File: src/rtl/ysyx_040750_rr_arbiter.sv
// Round-robin, transaction-locked arbiter producing a registered one-hot mux select.
// A grant is held until I_done; priority then rotates past the last winner.
module ysyx_040750_rr_arbiter #(
  parameter int M   = 4,
  parameter int IDW = $clog2(M)
) (
  input  logic           I_clk,
  input  logic           I_rst_n,
  input  logic [M-1:0]   I_req,
  input  logic           I_done,
  output logic [M-1:0]   O_grant,
  output logic [IDW-1:0] O_grant_id,
  output logic           O_valid
);

  // state  | meaning
  // S_IDLE | no grant outstanding, arbitrate from r_ptr on any request
  // S_BUSY | grant locked until I_done, then re-arbitrate from last winner + 1
  typedef enum logic {S_IDLE, S_BUSY} state_t;

  state_t         r_state, w_state_nxt;
  logic [IDW-1:0] r_ptr, w_ptr_nxt;
  logic [M-1:0]   r_grant, w_grant_nxt;
  logic [IDW-1:0] r_grant_id, w_grant_id_nxt;
  logic           r_valid, w_valid_nxt;

  logic [IDW-1:0] w_ptr_inc;
  logic [IDW-1:0] w_base;
  logic [IDW-1:0] w_idx;
  logic [IDW-1:0] w_win;
  logic           w_found;
  logic [M-1:0]   w_win_onehot;

  assign w_ptr_inc    = (r_grant_id == IDW'(M-1)) ? '0 : r_grant_id + 1'b1;
  // On completion the search already starts from the rotated pointer
  assign w_base       = (r_state == S_BUSY) ? w_ptr_inc : r_ptr;
  assign w_win_onehot = {{(M-1){1'b0}}, 1'b1} << w_win;

  always_comb begin
    w_found = 1'b0;
    w_win   = '0;
    w_idx   = '0;
    for (int k = 0; k < M; k++) begin
      w_idx = IDW'((int'(w_base) + k) % M);
      if (!w_found && I_req[w_idx]) begin
        w_found = 1'b1;
        w_win   = w_idx;
      end
    end
  end

  always_comb begin
    w_state_nxt    = r_state;
    w_ptr_nxt      = r_ptr;
    w_grant_nxt    = r_grant;
    w_grant_id_nxt = r_grant_id;
    w_valid_nxt    = r_valid;
    case (r_state)
      S_IDLE: begin
        if (w_found) begin
          w_grant_nxt    = w_win_onehot;
          w_grant_id_nxt = w_win;
          w_valid_nxt    = 1'b1;
          w_state_nxt    = S_BUSY;
        end
      end
      S_BUSY: begin
        if (I_done) begin
          w_ptr_nxt = w_ptr_inc;
          if (w_found) begin
            w_grant_nxt    = w_win_onehot;
            w_grant_id_nxt = w_win;
          end else begin
            w_grant_nxt = '0;
            w_valid_nxt = 1'b0;
            w_state_nxt = S_IDLE;
          end
        end
      end
      default: begin
        w_grant_nxt = '0;
        w_valid_nxt = 1'b0;
        w_state_nxt = S_IDLE;
      end
    endcase
  end

  always_ff @(posedge I_clk or negedge I_rst_n) begin
    if (!I_rst_n) begin
      r_state    <= S_IDLE;
      r_ptr      <= '0;
      r_grant    <= '0;
      r_grant_id <= '0;
      r_valid    <= 1'b0;
    end else begin
      r_state    <= w_state_nxt;
      r_ptr      <= w_ptr_nxt;
      r_grant    <= w_grant_nxt;
      r_grant_id <= w_grant_id_nxt;
      r_valid    <= w_valid_nxt;
    end
  end

  assign O_grant    = r_grant;
  assign O_grant_id = r_grant_id;
  assign O_valid    = r_valid;

endmodule

File: config.mk
export PLATFORM = sky130hd
export DESIGN_NAME = ysyx_040750_rr_arbiter
export DESIGN_NICKNAME = d
export VERILOG_FILES = /design/src/rtl/ysyx_040750_rr_arbiter.sv
export SDC_FILE = /design/constraint.sdc
export NUM_CORES = 1
export LEC_CHECK = 0
export CORE_MARGIN = 2
export CORE_UTILIZATION = 45
export DETAILED_ROUTE_END_ITERATION = 12
export DONT_BUFFER_PORTS = 1
export PLACE_DENSITY = 0.61
export SYNTH_ARGS = -nofsm -noshare
export SYNTH_HDL_FRONTEND = slang
export SYNTH_SLANG_ARGS = --single-unit
export TNS_END_PERCENT = 50
File: constraint.sdc
create_clock -name I_clk -period 3.7 [get_ports I_clk]
set_input_delay 0.555 -clock I_clk [delete_from_list [all_inputs] [get_ports I_clk]]
set_output_delay 0.555 -clock I_clk [all_outputs]
set_load 0.02 [all_outputs]
# Yosys cells after proc, flatten, opt, wreduce, memory -nomap -nowiden
# Cells that the tools add are included.
# totals
latch_bits,0
regBits,10
output_inout_bits,7
wordCells,60
ram_bits,0
romBits,0
n_memories,0
# classes
eq_ne,4
n_mul,0
div_mod_pow,0
reduce_logical,9
magnitude_cmp,4
add_sub_neg,4
bitwise,1
mux,32
shifts,1
# op_table
cell,n
$mux 2,8
$mux 1,13
$lt 2x3->1 const B,4
$mux 4,3
$bmux 1 s2,4
$pmux 4 s2,1
$ne 2x2->1 const B,3
$add 2x1->2 const B,2
$add 2x2->2 const B,2
$pmux 1 s2,2
$pmux 2 s2,1
$reduce_and 2->1,2
$shl 1x2->4 const A,1
$logic_and 1x1->1,3
$logic_not 1->1,3
$reduce_and 3->1,1
$eq 2x2->1 const B,1
$not 1->1,1

# Longest topological paths before layout
# Gate-level depths: netlist (run 1).
# depth
depth_word,19
depth_mapped,7
ltp_nobuf,6

# Least setup slack after synthesis (run 1)
# No wires, ideal clock.
# synth_timing
path_kind,register to register
from,"reg r_grant_id[0], in the netlist O_grant_id[0]"
to,"reg r_grant[1], in the netlist O_grant[1]"
path_slack_ns,1.644
setup_time_ns,0.095
path_stages_with_launch,7
arrival_ns,1.961
synth_period_minus_slack_ns,2.056
path_cell_list,dfrtp_1 -> ha_1 -> nor3b_2 -> nor2_2 -> o211a_1 -> or3_1 -> o31ai_1
# synth_between
elab_chain_len,19
word_cells_on_any_way,36
cone_classes,add/sub (4); eq/ne (2); shift (1); mux (22); reduce/logical (7)
# synth_rtl
element,line,source
from (decl),24,"logic [IDW-1:0] r_grant_id, w_grant_id_nxt;"
from (signal assigned),99,r_grant_id <= w_grant_id_nxt;
$add 2x1->2 or $eq 2x2->1 (tied branches),34,assign w_ptr_inc = (r_grant_id == IDW'(M-1)) ? '0 : r_grant_id + 1'b1;
$mux 2 (*),34,
$mux 2 (*),36,assign w_base = (r_state == S_BUSY) ? w_ptr_inc : r_ptr;
"parallel branches: the longest is 16 deep, another holds $add 2x1->2",-,
to (signal assigned),98,r_grant <= w_grant_nxt;
to (decl),23,"logic [M-1:0] r_grant, w_grant_nxt;"
# Mark *: on every way between the ends. The select of a mux whose other input is x is not followed.
# A chain may end at the register's enable or synchronous reset.

# Worst setup path after layout (run 1)
# Ends and elaborated chain as after synthesis.

==> metrics.txt, run 1 <==
status=finished clean; startpoint types=flop; ys async rst share=1.00; Initial Utilization=0.472; Initial DRT Pass Iterations=4; Final Net Count=just under 90; GRT Total Usage=0.186; dpl ws=around 1.4 ns; Netlist cell types=37; DRC=0; Slowest cell on crit path=dfrtp_1; Clock Power Share=0.117; crit path DAT=~2.5 ns; Worst-Skew Late Latency=approximately 0.26 ns; CTS tree=yes; min Tclk post-route=approximately 2.3 ns; First DRT Iteration DRCs=13; DIE WIDTH=43.3 um; post-route ant nets=0; Slew headroom=0.622; DIE AREA=1870 sq um; CTS Sinks=10; DR vias/cell=~6.4; Switch Pwr=between 200 and 300 uW; Synth area leaders=dfrtp_1 (36%), nand2_1 (9.2%), o31ai_1 (4.3%), a32oi_1 (3.8%), nor2_1 (3.2%); CP Cell Sequence=ha_1, nor3b_2, nor2_2, o211a_1, or3_1, o31ai_1; final worst path period share=0.618; vias in the first global route=541; actual slew at the worst max-slew pin=between 0.5 and 0.6 ns; WS Path Type=flop to flop; final setup margin=about 1.4 ns; power per cell area=between 800 and 900 nW/um^2; total CTS buffers=3; CP max stage delay=0.49 ns; RSZ-0062 raised after global routing=no; crit end category=flop; DRT Wirelength=1450 um; Setup violations, final=0; Via Count=slightly above 600; Final HPWL DP=roughly 1100 um; Yosys top cell area share=0.360; Sw Ratio=0.462; Clock Skew=between 0.002 and 0.003 ns; peak supply drop=319 uV; Net Count, Synth=slightly below 90; Leak=between 0.0003 and 0.0004 uW; antenna violations before repair=0; CORE AREA=~1500 sq um; f_max=roughly 0.44 GHz; Main synth FF type=dfrtp_1; Hold Vio Cnt, Final=0; Hold Crit Class=flop to flop; Slew Limit Fails=0; Worst-path clk slew=0.06 ns; first-pass GRT wire length=approximately 2500 um; synthesized flop and latch total=10; syn_area_per_cell=8.79 sq um; clk root buf=clkbuf_4; setup_tns=0 ns; total internal power=325 uW; Inserted Diodes=0; Gate power share=0.491; Post-synth EDFFs=0; H-tree Lvls=1; Synth Cell Area=approximately 690 sq um; largest net degree at the start of global routing=12; row cnt=14; Synth Warn #=0; gpl congestion=0.768; sequential area share after synthesis=0.360; max capacitance violation total=0; Hold Worst Slack=between 0.4 and 0.5 ns; Clock Path Buffers=2; Overflow after GRT=0; share of cells above drive strength 1=0.139; Synth-to-Final Area Change=3.96%; io pins=14; worst-path fanout max=5; area leader, netlist=dfrtp_1; post-DR wirelength/cell=15.2 um; sequential power share=0.392; Post-Synthesis Cells=between 70 and 80; Die H=43.3 um; CP required=3.86 ns; IO Port Bufs=0
-- logic make-up (layout without fill, tap and decap cells) --
group	count (synthesis)	in the layout	share of synthesized area
fa+ha+maj	1	1	0.0180
compound gates	23	23	0.249
simple gates	34	34	0.249
flops	10	10	0.360
mux	4	4	0.0721
buf+inv	7	7	0.0522
-- layer usage --
| layer | global-route usage | up-vias | wire length (um) |
|---|---|---|---|
| met3 | 0.0596 | 5 | 83 |
| li1 | - | 294 | - |
| met1 | 0.223 | 293 | 663 |
| met2 | 0.296 | 14 | 672 |
| met4 | 0.0909 | 0 | 26 |
| met5 | 0 | - | 0 |
-- power by group through the flow --
stage / logic, uW / registers (uW) / clock network, uW
finish: 297 / 237 / 70.6
global route: 333 / 246 / 81.7
CTS: 296 / 238 / 74.3
detailed placement: 292 / 240 / 0
global placement: 289 / 240 / 0
floorplan: 249 / 230 / 0
-- final timing paths --
check	startpoint	end	slack, ns	cells after the start
setup / recovery	O_grant_id[0]	O_grant[1]	1.42	6
hold / removal	r_ptr[0]	r_ptr[0]	0.48	2
setup reg to reg	O_grant_id[0]	O_grant[1]	1.42	6
hold reg to reg	r_ptr[0]	r_ptr[0]	0.48	2
max in group asynchronous	I_rst_n	r_ptr[0]	2.72	1
min in group asynchronous	I_rst_n	r_state	0.67	1
-- synthesized netlist by cell type, drive strengths merged (2+ instances only) --
cell    number
o221ai       2
o21ai        2
buf          2
nand2       17
a32oi        3
o31ai        4
nor3         2
nor2         7
a21oi        3
mux2         2
mux2i        2
clkbuf       2
dfrtp       10
inv          3
-- what timing repair did --
item	CTS	global route
setup endpoints to repair	0	0
setup buffers	0	0
hold buffers	1	0
hold endpoints to repair	10	0
gates resized for setup	0	0
-- cells in the final DEF, fill, tap and decap left out, types with 3 or more instances in the layout --
master / Yosys / layout
clkbuf_4: 0 / 3
a21oi_1: 3 / 3
nor2_1: 6 / 6
o31ai_1: 4 / 4
dfrtp_1: 10 / 10
nand2_1: 17 / 17
a32oi_1: 3 / 3
inv_1: 3 / 3
-- flip-flops by register name, indices dropped and copies added, names as in the netlist --
name / flops
r_state: 1
O_grant_id: 2
r_ptr: 2
O_grant: 4
O_valid: 1
-- layout make-up --
class | count | area (sq um)
Clock buffer | 3 | 22.5
Timing Repair Buffer | 1 | 10.0
Tap cell | 16 | 20.0
Fill cell | 152 | 749
Sequential cell | 10 | 250
Inverter | 3 | 11.3
Multi-Input combinational cell | 62 | 408
-- through the flow --
step | util | total power [uW] | cells | area (sq um)
3_3_place_gp | 0.469 | 529 | 91 | 689
3_5_place_dp | 0.469 | 532 | 91 | 689
5_1_grt | 0.491 | 661 | 95 | 722
4_1_cts | 0.491 | 609 | 95 | 722
2_1_floorplan | - | 479 | 79 | 694
6_report | 0.491 | 604 | 95 | 722
-- worst max-delay path, delay by kind of cell (launching register included) --
family	cells	cell delay (ns)
flip-flops	1	0.49
adder cells (fa/ha/maj)	1	0.28
AND/OR/NAND/NOR	3	0.94
AO/OA/AOI/OAI	2	0.49
Power figures use the tool's default switching activity.
==> inputs of run 2 (changes only) <==
==> constraint.sdc (replaced) <==
create_clock -name I_clk -period 2.3 [get_ports I_clk]
set_input_delay 0.345 -clock I_clk [delete_from_list [all_inputs] [get_ports I_clk]]
set_output_delay 0.345 -clock I_clk [all_outputs]
set_load 0.02 [all_outputs]
==> metrics.txt, run 2 (same netlist as run 1, synthesis figures left out) <==
Inserted Diodes=0; DRT Wirelength=1540 um; WS Path Type=flop to flop; power per cell area=approximately 1400 nW/um^2; Clock Path Buffers=2; Hold Vio Cnt, Final=0; share of cells above drive strength 1=0.181; startpoint types=flop; f_max=a little under 0.5 GHz; crit path DAT=between 2 and 2.5 ns; cts hold-fix bufs=1; row cnt=14; largest net degree at the start of global routing=12; Multi-input gate area=approximately 410 sq um; CORE AREA=1470 sq um; first-pass GRT wire length=approximately 2700 um; postcts setup bufs=0; CP required=around 2.4 ns; Synth-to-Final Area Change=9.19%; actual slew at the worst max-slew pin=about 0.57 ns; Hold Worst Slack=roughly 0.25 ns; final worst path period share=0.894; Slew Limit Fails=0; IO Port Bufs=0; Initial Utilization=0.472; Largest register FFs=4; Worst-path clk slew=about 0.070 ns; Clock Skew=~0.0020 ns; DIE AREA=~1900 sq um; DR vias/cell=between 6 and 7; dpl ws=0.240 ns; Worst-Skew Late Latency=about 0.27 ns; CTS tree=yes; worst-path fanout max=7; First DRT Iteration DRCs=29; peak supply drop=about 680 uV; final setup margin=approximately 0.24 ns; Hold Crit Class=input port to flop; status=finished clean; Hold Path Origin=I_req[1]; max capacitance violation total=0; Final Net Count=just over 90; Die H=43.3 um; H-tree Lvls=1; min Tclk post-route=just over 2 ns; Initial DRT Pass Iterations=4; Register Area=between 200 and 300 sq um; Setup violations, final=0; RSZ-0062 raised after global routing=no; Slew headroom=0.616; DRC=0; Worst Setup SP=O_grant_id[0]; Filler cells=between 150 and 200; crit end category=flop; Final HPWL DP=between 1000 and 1500 um; Via Count=about 600; clk root buf=clkbuf_4; RR Startpoint=O_grant_id[0]; CTS Sinks=10; Overflow after GRT=0; DIE WIDTH=about 43 um; commonest cells after routing, fill and taps aside=nand2_1 (17), dfrtp_1 (10), nor2_1 (6); io pins=14; gpl congestion=between 0.8 and 0.9; CTS resizes=0; setup_tns=0 ns; most common cell after layout, fill and taps aside=nand2_1; vias in the first global route=557; total CTS buffers=3; Leak=0.000344 uW; GRT Total Usage=0.200; antenna violations before repair=0; post-DR wirelength/cell=15.6 um; post-route ant nets=0
## run 2: per-stage QoR
step / util / instance area, sq um / instances / power (uW)
final: 0.515 / 758 / 99 / 1080
after global routing: 0.515 / 758 / 99 / 1170
after CTS: 0.515 / 758 / 99 / 1080
after detailed placement: 0.484 / 712 / 94 / 907
after global placement: 0.484 / 712 / 94 / 901
after floorplan: - / 694 / 79 / 771
## run 2: final timing paths
path	end	slack (ns)	depth (start not counted)
worst max-delay path	O_grant[0]	0.24	6
worst min-delay path	r_state	0.25	2
worst max register to register	O_grant[0]	0.24	6
worst min register to register	r_ptr[0]	0.49	2
max in group asynchronous	r_ptr[1]	1.54	1
min in group asynchronous	O_grant[0]	0.45	1
## run 2: final cells by class
cell class | count | share of cell area
flip-flops and latches | 10 | 0.330
multi-input cells | 62 | 0.538
well taps | 16 | 0.0264
inverters | 3 | 0.0149
repair buffers | 4 | 0.0429
clock buffers | 4 | 0.0479
## run 2: power breakdown
group	leakage [uW]	switching, uW	internal, uW
clock network	0.0000210	65.6	96.3
registers	0.000122	97.3	249
logic	0.000201	325	250
## run 2: metal layers
layer  global-route usage  part of all wire  up-vias
li1                     -                 -      301
met3               0.0723             0.069        5
met4                0.109             0.023        0
met1                0.253              0.45      268
met5                    0                 0        -
met2                0.293              0.46       25
## run 2: critical path, cell delays in order (launching register included)
cell and delay (ns):
dfrtp_1 0.38, ha_1 0.34, mux2i_2 0.38, a221oi_1 0.16, a211o_1 0.33, a32oi_1 0.20
o221ai_1 0.13
==> edit 1 (flow settings as in run 1) <==
The parameter `M` goes from 4 to 8.
--- a/src/rtl/ysyx_040750_rr_arbiter.sv
+++ b/src/rtl/ysyx_040750_rr_arbiter.sv
@@ -2,5 +2,5 @@
 // A grant is held until I_done; priority then rotates past the last winner.
 module ysyx_040750_rr_arbiter #(
-  parameter int M   = 4,
+  parameter int M   = 8,
   parameter int IDW = $clog2(M)
 ) (
Interface: changed (resized I_req, O_grant and O_grant_id); port bits go from 14 to 23. The function was not compared with the original's and may differ.
==> edit 1 against run 1 <==
  * Synthesized area increased to 2.6 times the old value
  * Cell area increased to 2.8 times the old value
  * Sequential cell count increased by 6
  * Highest routed layer unchanged
  * Setup slack got worse by 1.3 ns
  * Core utilization increased by 2.8 points
  * Sequential share of layout area decreased by 15 points
  * Synthesized cell count increased by 150%
  * First-iteration DRC count increased to 13 times the old value
  * Routed wire length increased to 3.4 times the old value
  * Via count increased to 2.9 times the old value
Power is left out: the tool's default activity adds up to more than one toggle a clock period on the data nets, which glitch-free logic cannot reach.
==> edit 1: results (changes against run 1) <==
vias in the first global route=1675 (+210%); Post-DP HPWL=3.90 mm (+240%); fill count=357 (+130%); routed wire length on met2=2.38 mm (+250%); Layout Skew=0.00142 ns (-0.00124 ns); status=finished, final reports clean; Met1 Wirelength=2.10 mm (+220%); top cells by area, synth=dfrtp_1, mux4_2, mux2i_1, nand2_1, mux2_2; Synth Instances=196 (+150%); Fin Hold WS=0.501 ns (+0.0196 ns); largest net degree at the start of global routing=18 (+6); gr usage total=23.6% (+5.0 points); CP max FO=12 (+7); top cells by instance count after synthesis=nand2_1, dfrtp_1, mux2i_1; Critical Path End=O_grant[6]; Distinct cells, synth=54 (+46%); first-pass GRT wire length=8.16 mm (+230%); root buf cell=clkbuf_8; Largest register FFs=8 (+4); Crit-path slowest cell=mux4_2; sequential cell area fraction in the yosys report=21.9% (-14 points); Nets=225 (+150%); Layout Area Growth over Synthesis=12.1%; per-cell routed wire length=19.3 µm (+27%); CP arrival=3.67 ns (+1.22 ns); Placed Area=1960 µm² (+180%); maximum clock rate=0.282 GHz (-36%); Slew headroom=52.0% (-10 points); final WL=4.96 mm (+240%); Compound-Gate Fraction of Synth Area=22.8% (-2.1 points)
[edit 1: routing by layer]
layer,global-route usage (%),up-vias
li1,-,799
met4,7.14,0
met3,3.67,11
met5,0,-
met1,31.7,845
met2,38.8,81
[edit 1: cell type report]
class                           count  share of cell area (%)
Inverter                            5                    1.16
Clock buffer                        3                    2.02
Multi-Input combinational cell    166                    67.8
Sequential cell                    16                    19.6
Timing Repair Buffer               17                    6.36
Tap cell                           50                    3.06
[edit 1: logic make-up (layout without fill, tap and decap cells)]
family / Yosys count / count (layout)
XOR/XNOR: 3 / 3
AND/OR/NAND/NOR: 68 / 68
AO/OA/AOI/OAI: 56 / 56
multiplexers: 34 / 34
buffers and inverters: 14 / 25
flip-flops: 16 / 16
adder cells (fa/ha/maj): 5 / 5
[edit 1: worst max-delay path, delay by kind of cell, from the launching register on]
family / cells / cell delay (ns)
fa+ha+maj: 3 / 0.84
compound gates: 3 / 0.80
flops: 1 / 0.38
buf+inv: 1 / 0.20
simple gates: 3 / 0.62
mux: 1 / 0.60
==> edit 2 (config.mk and constraints of run 1) <==
Without the edit above. Reset style: synchronous (`I_rst_n`), changed in one clocked block.
--- a/src/rtl/ysyx_040750_rr_arbiter.sv
+++ b/src/rtl/ysyx_040750_rr_arbiter.sv
@@ -86,5 +86,5 @@
   end
 
-  always_ff @(posedge I_clk or negedge I_rst_n) begin
+  always_ff @(posedge I_clk) begin
     if (!I_rst_n) begin
       r_state    <= S_IDLE;
Behaviour: differs if I_rst_n is asserted again (counterexample within 4 cycles, from zero or initial values and one cycle with I_rst_n low); with I_rst_n held inactive, the same outputs for 10 cycles.
==> edit 2 against run 1 <==
  * Sequential cell count stayed put
  * Routed wire length down 24%
  * Critical endpoint is now O_grant[2]
  * Cell area shrank 16%
  * Synthesized area decreased by 16%
  * Setup slack improved by 0.12 ns
Power is not compared: it rests on default switching activity, and its combinational part moved more than twofold at a synthesized area within 25%.
==> edit 2: results (changes against run 1) <==
status=finished, final reports clean; Nets=73 (-18%); prevailing post-synth register cell=dfxtp_1; Non-Filler Instances=77 (-19%); fraction of area in multi-input gates=59.9% (+3.4 points); largest net degree at the start of global routing=14 (+2); Vias=436 (-28%); GR met3 Demand/Resource=8.89% (+2.9 points); ys async rst share=0% (-100 points); Met1 Wirelength=535 µm (-19%); Crit-path slowest cell=or4b_4; post-place setup slack=1.54 ns (+0.119 ns); Reg2Reg Capture Point=O_grant[2]; WHS Path Cells=1 (-1); Slew headroom=66.8% (+4.6 points); Synth Instances=62 (-22%); GP Congestion=0.663 (-14%); Distinct cells, synth=32 (-14%); Hold Crit Endpoint=O_grant_id[0]; vias in the first global route=419 (-23%); WL met3=79 µm (-4.8%); Fin Hold WS=0.420 ns (-0.0608 ns); Syn Nets=70 (-20%); sequential share of power=52.5%; Clock-cell share=3.70% (+0.58 points); Layout Area Growth over Synthesis=4.07%; fill count=112 (-26%); Iteration-0 DRC Markers=13 (unchanged); Inverters, non-clock=1 (-2); Layout Skew=0.00483 ns (+0.00216 ns); CP startpoint=O_grant_id[0]; layout cells sized above 1=23.8% (+9.9 points); placed cell count=74 (-19%); GR Util met1=21.1% (-1.2 points); first-pass GRT wire length=1.78 mm (-29%); Pre-Repair DR Iteration Count=3 (-1); top cells by instance count after synthesis=dfxtp_1, nand2_1, nor2_1; FF/Latch Area=200 µm² (-20%); Non-CTS buffers=0 (-1); multi-input gates=49 (-21%); hold crit path type=in -> reg; met2 Resource Use GR=24.6% (-5.0 points); CP arrival=2.32 ns (-0.13 ns); sequential cell area fraction in the yosys report=34.3% (-1.8 points); Signal buf overhead=0% (-1.4 points)
-- edit 2: cell types whose count changed in the layout (fill, tap and decap cells not counted), moves of 3 or more --
cell            run 1  this run
dfxtp_1             0        10
nand3_1             0         3
dfrtp_1            10         0
a21oi_1             3         0
nand2_1            17         7
a32oi_1             3         0
or2b_2              0         3
-- edit 2: cells by family after synthesis --
family / synth area share, %
AOI/OAI and AO/OA: 18.2
muxes: 5.57
buffers and inverters: 3.42
DFF: 34.3
adders and majority gates: 2.14
and+or+nand+nor: 36.4
-- edit 2: worst max-delay path by stage --
stage / to / slack [ns] / cells past startpoint
2_1_floorplan: O_grant[0] / 1.64 / 6
3_3_place_gp: O_grant[0] / 1.54 / 6
3_5_place_dp: O_grant[0] / 1.54 / 6
4_1_cts: O_grant[2] / 1.53 / 6
5_1_grt: O_grant[0] / 1.42 / 6
6_report: O_grant[2] / 1.53 / 6
